### src/rtl/color_col_tracker.sv
// color_col_tracker: streams a frame buffer in raster order, filters each pixel against a
// selectable target colour, writes the filtered image out, and tracks the ROI column with
// the most hits. The peak is reported once per frame with a one-cycle strobe.
//
// Ports:
//   clk, rst_n          clock, asynchronous active-low reset
//   enable              run frames while high (sampled in IDLE and REPORT only)
//   mode                target colour: 00 red, 01 green, 10 blue, 11 bypass
//   thr_hi, thr_lo      target channel >= thr_hi, other channels < thr_lo
//   orig_pxl            original buffer read data, one cycle after orig_addr
//   orig_addr           original buffer read address
//   proc_we/addr/pxl    processed buffer write port
//   frame_start         pulse on the first SCAN cycle of a frame
//   peak_col, peak_cnt  last reported peak column and its hit count
//   result_valid        one-cycle pulse when peak_col/peak_cnt update
module color_col_tracker #(
  parameter int unsigned C_IMG_COLS = 80,
  parameter int unsigned C_IMG_ROWS = 60,
  parameter int unsigned C_NB_ADDR  = 13,
  parameter int unsigned C_NB_COL   = 7,
  parameter int unsigned C_NB_ROW   = 6,
  parameter int unsigned C_NB_CH    = 4,
  parameter int unsigned C_NB_CNT   = 6,
  parameter int unsigned C_ROI_C0   = 8,
  parameter int unsigned C_ROI_C1   = 71,
  parameter int unsigned C_ROI_R0   = 6,
  parameter int unsigned C_ROI_R1   = 53
) (
  input  logic                   clk,
  input  logic                   rst_n,
  input  logic                   enable,
  input  logic [1:0]             mode,
  input  logic [C_NB_CH-1:0]     thr_hi,
  input  logic [C_NB_CH-1:0]     thr_lo,
  input  logic [3*C_NB_CH-1:0]   orig_pxl,
  output logic [C_NB_ADDR-1:0]   orig_addr,
  output logic                   proc_we,
  output logic [C_NB_ADDR-1:0]   proc_addr,
  output logic [3*C_NB_CH-1:0]   proc_pxl,
  output logic                   frame_start,
  output logic [C_NB_COL-1:0]    peak_col,
  output logic [C_NB_CNT-1:0]    peak_cnt,
  output logic                   result_valid
);

  localparam logic [C_NB_ADDR-1:0] PixLast = C_NB_ADDR'(C_IMG_COLS * C_IMG_ROWS - 1);
  localparam logic [C_NB_COL-1:0]  ColLast = C_NB_COL'(C_IMG_COLS - 1);
  localparam logic [C_NB_ROW-1:0]  RowLast = C_NB_ROW'(C_IMG_ROWS - 1);

  typedef enum logic [1:0] {StIdle, StScan, StDrain, StReport} state_e;

  state_e                state_q, state_d;
  logic [C_NB_ADDR-1:0]  pix_q, pix_d;
  logic [C_NB_COL-1:0]   col_q, col_d;
  logic [C_NB_ROW-1:0]   row_q, row_d;

  // Read-latency alignment stage: matches address/position to orig_pxl.
  logic                  valid_dly_q;
  logic [C_NB_ADDR-1:0]  addr_dly_q;
  logic [C_NB_COL-1:0]   col_dly_q;
  logic                  roi_dly_q;
  logic                  roi_now;

  logic [C_NB_CNT-1:0]   bin_q [C_IMG_COLS];
  logic [C_NB_CNT-1:0]   bin_cur, bin_inc;
  logic [C_NB_CNT-1:0]   pk_cnt_q;
  logic [C_NB_COL-1:0]   pk_col_q;
  logic [C_NB_CNT-1:0]   peak_cnt_q;
  logic [C_NB_COL-1:0]   peak_col_q;
  logic                  result_valid_q;

  logic [C_NB_CH-1:0]    ch_r, ch_g, ch_b;
  logic                  hit, upd;

  // Next-state logic
  always_comb begin
    state_d = state_q;
    pix_d   = pix_q;
    col_d   = col_q;
    row_d   = row_q;
    case (state_q)
      StIdle: begin
        if (enable) state_d = StScan;
      end
      StScan: begin
        if (pix_q == PixLast) begin
          state_d = StDrain;
          pix_d   = '0;
          col_d   = '0;
          row_d   = '0;
        end else begin
          pix_d = pix_q + 1'b1;
          if (col_q == ColLast) begin
            col_d = '0;
            row_d = (row_q == RowLast) ? '0 : row_q + 1'b1;
          end else begin
            col_d = col_q + 1'b1;
          end
        end
      end
      StDrain:  state_d = StReport;
      StReport: state_d = enable ? StScan : StIdle;
      default:  state_d = StIdle;
    endcase
  end

  assign roi_now = (col_q >= C_NB_COL'(C_ROI_C0)) && (col_q <= C_NB_COL'(C_ROI_C1)) &&
                   (row_q >= C_NB_ROW'(C_ROI_R0)) && (row_q <= C_NB_ROW'(C_ROI_R1));

  always_ff @(posedge clk or negedge rst_n) begin
    if (!rst_n) begin
      state_q     <= StIdle;
      pix_q       <= '0;
      col_q       <= '0;
      row_q       <= '0;
      valid_dly_q <= 1'b0;
      addr_dly_q  <= '0;
      col_dly_q   <= '0;
      roi_dly_q   <= 1'b0;
    end else begin
      state_q     <= state_d;
      pix_q       <= pix_d;
      col_q       <= col_d;
      row_q       <= row_d;
      valid_dly_q <= (state_q == StScan);
      addr_dly_q  <= pix_q;
      col_dly_q   <= col_q;
      roi_dly_q   <= roi_now;
    end
  end

  // Pixel classification
  assign ch_r = orig_pxl[3*C_NB_CH-1 -: C_NB_CH];
  assign ch_g = orig_pxl[2*C_NB_CH-1 -: C_NB_CH];
  assign ch_b = orig_pxl[C_NB_CH-1:0];

  always_comb begin
    hit = 1'b0;
    case (mode)
      2'b00:   hit = (ch_r >= thr_hi) && (ch_g < thr_lo) && (ch_b < thr_lo);
      2'b01:   hit = (ch_g >= thr_hi) && (ch_r < thr_lo) && (ch_b < thr_lo);
      2'b10:   hit = (ch_b >= thr_hi) && (ch_r < thr_lo) && (ch_g < thr_lo);
      default: hit = 1'b0;
    endcase
  end

  // Gated by the write strobe so the data bus stays quiet outside writes.
  assign proc_pxl  = (valid_dly_q && ((mode == 2'b11) || hit)) ? orig_pxl : '0;
  assign proc_we   = valid_dly_q;
  assign proc_addr = addr_dly_q;
  assign orig_addr = pix_q;
  assign frame_start = (state_q == StScan) && (pix_q == '0);

  // Histogram and running peak
  assign upd     = valid_dly_q && hit && roi_dly_q;
  assign bin_cur = bin_q[col_dly_q];
  assign bin_inc = (&bin_cur) ? bin_cur : bin_cur + 1'b1;

  always_ff @(posedge clk or negedge rst_n) begin
    if (!rst_n) begin
      for (int i = 0; i < int'(C_IMG_COLS); i++) bin_q[i] <= '0;
      pk_cnt_q <= '0;
      pk_col_q <= '0;
    end else if (state_q == StReport) begin
      for (int i = 0; i < int'(C_IMG_COLS); i++) bin_q[i] <= '0;
      pk_cnt_q <= '0;
      pk_col_q <= '0;
    end else if (upd) begin
      bin_q[col_dly_q] <= bin_inc;
      // Strictly greater: on a tie the column that got there first keeps the peak.
      if (bin_inc > pk_cnt_q) begin
        pk_cnt_q <= bin_inc;
        pk_col_q <= col_dly_q;
      end
    end
  end

  always_ff @(posedge clk or negedge rst_n) begin
    if (!rst_n) begin
      peak_cnt_q     <= '0;
      peak_col_q     <= '0;
      result_valid_q <= 1'b0;
    end else begin
      result_valid_q <= (state_q == StReport);
      if (state_q == StReport) begin
        peak_cnt_q <= pk_cnt_q;
        peak_col_q <= pk_col_q;
      end
    end
  end

  assign peak_cnt     = peak_cnt_q;
  assign peak_col     = peak_col_q;
  assign result_valid = result_valid_q;

endmodule
### config.mk
export PLATFORM = sky130hd
export DESIGN_NAME = color_col_tracker
export DESIGN_NICKNAME = d
export VERILOG_FILES = /design/src/rtl/color_col_tracker.sv
export SDC_FILE = /design/constraint.sdc
export NUM_CORES = 1
export LEC_CHECK = 0
export ABC_AREA = 1
export CAP_MARGIN = 25
export CORE_MARGIN = 2
export CORE_UTILIZATION = 36
export DETAILED_ROUTE_END_ITERATION = 8
export PLACE_DENSITY_LB_ADDON = 0.12
export SKIP_LAST_GASP = 1
export SLEW_MARGIN = 20
export SYNTH_ARGS = -nofsm -noshare
export SYNTH_HDL_FRONTEND = slang
export SYNTH_SLANG_ARGS = --single-unit
### constraint.sdc
create_clock -name clk -period 3.84 [get_ports clk]
set_clock_uncertainty 0.15 [all_clocks]
set_input_delay 0.96 -clock clk [delete_from_list [all_inputs] [get_ports clk]]
set_output_delay 0.96 -clock clk [all_outputs]
set_load 0.05 [all_outputs]
Word-level counts from Yosys, hierarchy flattened
Cells that the tools add are included.

storage, ports and cells
  output and inout bits = 54
  word-level logic and storage cells = 174
  flip-flop bits (word level) = 557
  bits of input ports = 25

cells by class
  magnitude comparators = 13
  add/subtract/negate cells = 4
  reduce and logical (&&, ||, !) cells = 25
  bitwise gates (word level) = 1
  multiplexer cells = 27
  eq/ne operators = 11

operators with widths
  operator               count
  $mux 480               2
  $bwmux 480             1
  $mux 6                 10
  $bmux 6 s7             1
  $demux 6 s7            1
  $mux 7                 5
  $logic_and 1x1->1      14
  $add 13x1->13 const B  1
  $eq 13x13->1 const B   1
  $logic_not 13->1       1
  $mux 13                1
  $add 6x1->6 const B    2
  $ge 4x4->1             3
  $lt 4x4->1             3
  $mux 12                1
  $eq 2x2->1 const B     4
  $ge 8x8->1 const B     1
  $lt 8x1->1 const B     1
  $not 7->8              1
  $pmux 2 s4             1
  $add 7x1->7 const B    1
  $eq 7x7->1 const B     1
  $ge 7x4->1 const B     1
  $le 7x7->1 const B     1
  14 further kinds       22

Logic depth before layout (Yosys ltp)
  word-level depth = 10
  mapped depth = 34
  mapped depth without buffers = 29

Worst setup path before layout
No wires, ideal clock.

  path type = register to register
  from = register col_dly_q[0]
  to = register pk_col_q[1]
  stages on the path, launching flop included = 30
  required time = 3.553 ns
  path slack = -0.367 ns
  arrival time = 3.920 ns
  period minus slack after synthesis = 4.207 ns
  path buffers = 6
  library setup time = 0.137 ns
  cell sequence = dfrtp_1 buf_2 buf_6 buf_4 buf_6 or2_2 o211ai_1 nand2_1 o21ai_1 nand2_1 o21ai_1 nand3_2 ha_1 inv_1 nor2_2 nand3_2 nand2_1 buf_2 ha_1 nand2_1 inv_1 nand3_1 o21bai_1 a31oi_1 nand3_1 nand2_1 inv_1 clkbuf_1 nand2_1 o21ai_0

between the ends
  cells in the longest elaborated chain, start to end = 9
  elaborated cells between the ends (all ways) = 10
  classes of those cells = add/sub: 1; order compare: 1; mux: 4; bitwise: 1; reduce/logical: 3

RTL lines
  element                                          line  source
  from (decl)                                      60    logic [C_NB_COL-1:0] col_dly_q;
  from (signal assigned)                           127   col_dly_q <= col_q;
  $not 7->8 (not written as such) *                156   assign bin_cur = bin_q[col_dly_q];
  $bmux 6 s7 *                                     156
  $mux 6 (not written as such) * (2 in series)     156
  $add 6x1->6 or $reduce_and 6->1 (tied branches)  157   assign bin_inc = (&bin_cur) ? bin_cur : bin_cur + 1'b1;
  $mux 6 *                                         157
  $gt 6x6->1 *                                     171   if (bin_inc > pk_cnt_q) begin
  $reduce_bool 2->1 (no line) *                    --
  $reduce_and 2->1 (no line) *                     --
  to (signal assigned)                             173   pk_col_q <= col_dly_q;
  to (decl)                                        67    logic [C_NB_COL-1:0] pk_col_q;

Every way passes the cells marked *; elsewhere a longest branch is shown, timed or not. The select of a mux whose other input is x is not followed.
A chain may end at the register's enable or synchronous reset.

Worst setup path in the final report
  from = register col_dly_q[0]
  to = register pk_cnt_q[4]

between the ends
  cells in the longest elaborated chain, start to end = 9
  elaborated cells between the ends (all ways) = 13
  classes of those cells = add/sub: 1; order compare: 1; mux: 7; bitwise: 1; reduce/logical: 3

RTL lines
  element                                                line  source
  $not 7->8 (not written as such) *                      156
  $bmux 6 s7 *                                           156
  $mux 6 (not written as such) * (2 in series)           156
  $add 6x1->6 or $reduce_and 6->1 (tied branches)        157
  $mux 6 *                                               157
  $gt 6x6->1 or $mux 6 (tied branches)                   171
  $reduce_bool 2->1 (no line) or $mux 6 (tied branches)  --
  $reduce_and 2->1 (no line) or $mux 6 (tied branches)   --
  to (signal assigned)                                   172   pk_cnt_q <= bin_inc;
  to (decl)                                              66    logic [C_NB_CNT-1:0] pk_cnt_q;

Marked as above.

==> results by group <==
Setup path
  – Crit path max-delay family: simple AND/OR/NAND/NOR gates
  – Most used cell, CP: nand2_1
  – Critical Path Start Type: register
  – Crit path max fanout: 8
  – Critical-path cell with the highest stage delay: dfrtp_4
  – CP Depth: 28
  – Buf/Inv on CP: 8
  – CP Class: reg -> reg
  – Worst r2r path cells: 28
  – Worst path max stage delay: 0.64 ns
  – Crit path required time: about 4.2 ns
  – CP endpoint kind: register
  – Worst path arrival time: ~4.5 ns

Floorplan
  – # IOs: 79
  – Die width: between 200 and 300 µm
  – # rows: 104
  – Core footprint: between 80,000 and 90,000 µm²
  – Die Y: about 290 µm
  – Starting Density: between 30% and 40%
  – DIE AREA: between 80,000 and 90,000 µm²

CTS
  – Root Buffer: clkbuf_16
  – Clk_lat worst skew: approximately 0.62 ns
  – Clock Pin Slew Worst Setup and Hold Paths: around 0.060 ns
  – Hold Buf Count CTS: 0
  – Total CTS buffers: 67
  – CTS tree: yes
  – Clock sinks: 557
  – H-tree depth: 3
  – Clk buf depth: 3

Drt
  – Post-Route WL: around 110,000 µm
  – Iter 0 DRT Violations: between 2,000 and 2,500
  – Post-route DRC: 0
  – DRT Pass-1 Iters: 5
  – Vias: ~29,000
  – Antenna Nets Post-Route: 0
  – Average wire per standard cell: between 20 and 25 µm
  – Routed vias/inst: around 5.2

Place
  – Port bufs: a little under 80
  – DP Area: 33,900 µm²
  – DP Wirelength: approximately 66,000 µm
  – Post-Place Cells: between 5,000 and 6,000
  – GP Congestion: approximately 0.9

Run
  – Maxcap violations: 0

Global route
  – Grt total ovfl: 0
  – Largest net degree at the start of global routing: about 130
  – First-pass GRT wire length: 168,000 µm
  – Vias in the first global route: between 20,000 and 30,000
  – GR Util All Layers: between 20% and 30%
  – Antenna violations before repair: 1

Logic synthesis
  – Largest cells by area after synthesis: dfrtp_1 48%, nand2_1 25%, nand3_1 7.8%
  – Gate Count Post-Synth: between 4,000 and 5,000
  – Net Count, Synth: about 4,100
  – Yosys top cell by area: dfrtp_1
  – Seq cells post-synth: 557
  – Sequential area share after synthesis: roughly 48%
  – Main synth FF type: dfrtp_1
  – Mapped Area: between 20,000 and 30,000 µm²
  – Asr flop ratio synth: between 90% and 100%
  – Synth Warn #: 0
  – Post-synth EDFFs: 0
  – Mapped Avg Cell Area: approximately 7 µm²
  – Synth top area share: 48.0%
  – Yosys cell types: 43

Min path
  – Tightest Hold Check Type: in -> async

Finish
  – Number of fill cells: 8,046
  – Commonest non-fill, non-tap cell in the layout: nand2_1
  – Ratio of cells with drive above 1 in the final layout: around 17%
  – Multi-input gate area: ~14,000 µm²
  – Antenna cells: 0
  – Final Util: between 40% and 50%
  – Sequential Area: between 10,000 and 15,000 µm²
  – Cell area after layout: 38,000 µm²
  – NumNets Final: 4,462
  – Area Growth Syn to Fin: 30.9%
  – Commonest cells after routing, fill and taps aside: 1,897 x nand2_1, 554 x dfrtp_1, 442 x nand3_1, 338 x buf_4, 166 x nor2_1
  – Final std cells w/o fill: ~5,500

Pwr
  – Switching Share: between 20% and 30%
  – Pleak: 20.0 nW
  – Sw power: 2.90 mW
  – Int Pwr: 10.0 mW
  – Clock share of power: 51.6%
  – Final Power: approximately 13 mW
  – Power share of the combinational group: under 10%
  – Power Dens Cells: roughly 340 nW/µm²
  – Max VDD drop: around 0.00029 V
  – Sequential share of power: a little under half

Status
  – Failing checks: negative setup slack
  – Outcome: finished with violations

STA
  – Worst Tran Pin Value: ~1.1 ns
  – Max-slew violations: 0
  – Final Hold Violating Endpoints: 0
  – Fmax: 238 MHz
  – Fin crit share: 109%
  – Fin crit period: between 4 and 5 ns
  – Worst relative slew slack: a little over a quarter
  – Final worst slack: -0.357 ns
  – RSZ-0062 raised after global routing: yes
  – Setup violators final: 55
  – Worst hold margin: approximately 0.20 ns
==> per-layer routing <==
| metal | part of all wire [%] | routed length (µm) | GRT usage, % |
|---|---|---|---|
| met2 | 46 | 51300 | 41.4 |
| met3 | 6.0 | 6680 | 3.63 |
| met5 | 0 | 0 | 0 |
| met1 | 45 | 50800 | 37.1 |
| met4 | 2.8 | 3160 | 7.11 |
==> worst paths after layout <==
check / startpoint / to / slack [ns]
max in group asynchronous: rst_n / bin_q[64]$_DFFE_PN0P_ / 2.44
worst min-delay path: rst_n / proc_addr[11]$_DFF_PN0_ / 0.20
worst min register to register: col_q[6]$_DFFE_PN0P_ / col_dly_q[6]$_DFF_PN0_ / 0.26
worst max-delay path: col_dly_q[0]$_DFF_PN0_ / pk_cnt_q[4]$_DFFE_PN0P_ / -0.36
worst max register to register: col_dly_q[0]$_DFF_PN0_ / pk_cnt_q[4]$_DFFE_PN0P_ / -0.36
min in group clk: col_q[6]$_DFFE_PN0P_ / col_dly_q[6]$_DFF_PN0_ / 0.26
==> metrics by stage <==
step           setup WS [ns]  setup TNS (ns)
6_report              -0.357           -5.21
5_1_grt               -0.510          -15.39
4_1_cts               -0.252           -5.54
3_5_place_dp          -0.489          -80.01
3_3_place_gp          -0.557          -90.05
2_1_floorplan        -0.0557          -0.387
==> state kept, by name, summed over array words and instances (netlist names) <==
register and cells:
col_dly_q 7, pk_cnt_q 6, result_valid 1, state_q 2
col_q 7, proc_addr 13, bin_q 480, roi_dly_q 1
proc_we 1, pk_col_q 7, peak_col 7, orig_addr 13
row_q 6, peak_cnt 6
==> worst reg2reg max path: cells and delay by family, from the launching register on <==
family / cells / cell delay, ns
fa+ha+maj: 2 / 0.39
compound gates: 4 / 0.61
buf+inv: 8 / 0.97
simple gates: 14 / 1.34
flops: 1 / 0.64
==> kinds of logic after synthesis <==
kind of cell               Yosys count  synth area share (%)
and+or+nand+nor                   2832                  40.2
buffers and inverters              372                  5.63
DFF                                557                  48.0
AOI/OAI and AO/OA                  227                  4.24
xor gates and xnor gates             8                 0.241
adders and majority gates           40                  1.72
==> power groups by stage <==
| stage | logic [mW] | clock network, mW | registers, mW |
|---|---|---|---|
| 3_3_place_gp | 0.361 | 0 | 5.98 |
| 5_1_grt | 0.443 | 7.01 | 5.87 |
| 3_5_place_dp | 0.359 | 0 | 5.98 |
| 4_1_cts | 0.386 | 6.77 | 5.87 |
| 2_1_floorplan | 0.102 | 0 | 5.98 |
| 6_report | 0.397 | 6.67 | 5.87 |
==> area by class of cell <==
class / instances / share of cell area, %
multi-input cells: 3107 / 37.8
flip-flops and latches: 557 / 36.7
repair buffers: 519 / 14.5
clock buffers: 99 / 5.28
well taps: 1060 / 3.49
inverters: 144 / 1.53
clock inverters: 17 / 0.658
repair inverters: 1 / 0.0428
==> synth_stat cells, types with 40 or more instances <==
cell,count
buf_2,97
inv_1,138
nor2_1,198
a21oi_1,75
clkbuf_1,56
ha_1,40
dfrtp_1,557
nand2_1,1955
nand3_1,453
nor3_1,95
nand4_1,89
o21ai_0,91
buf_1,47
==> what timing repair did <==
item	CTS	global route
endpoints found under the hold margin	0	0
resized for setup	170	178
setup buffers	11	23
gates cloned	8	16
pin swaps	64	93
setup endpoints to repair	357	341
(Power assumes the default switching activity.)
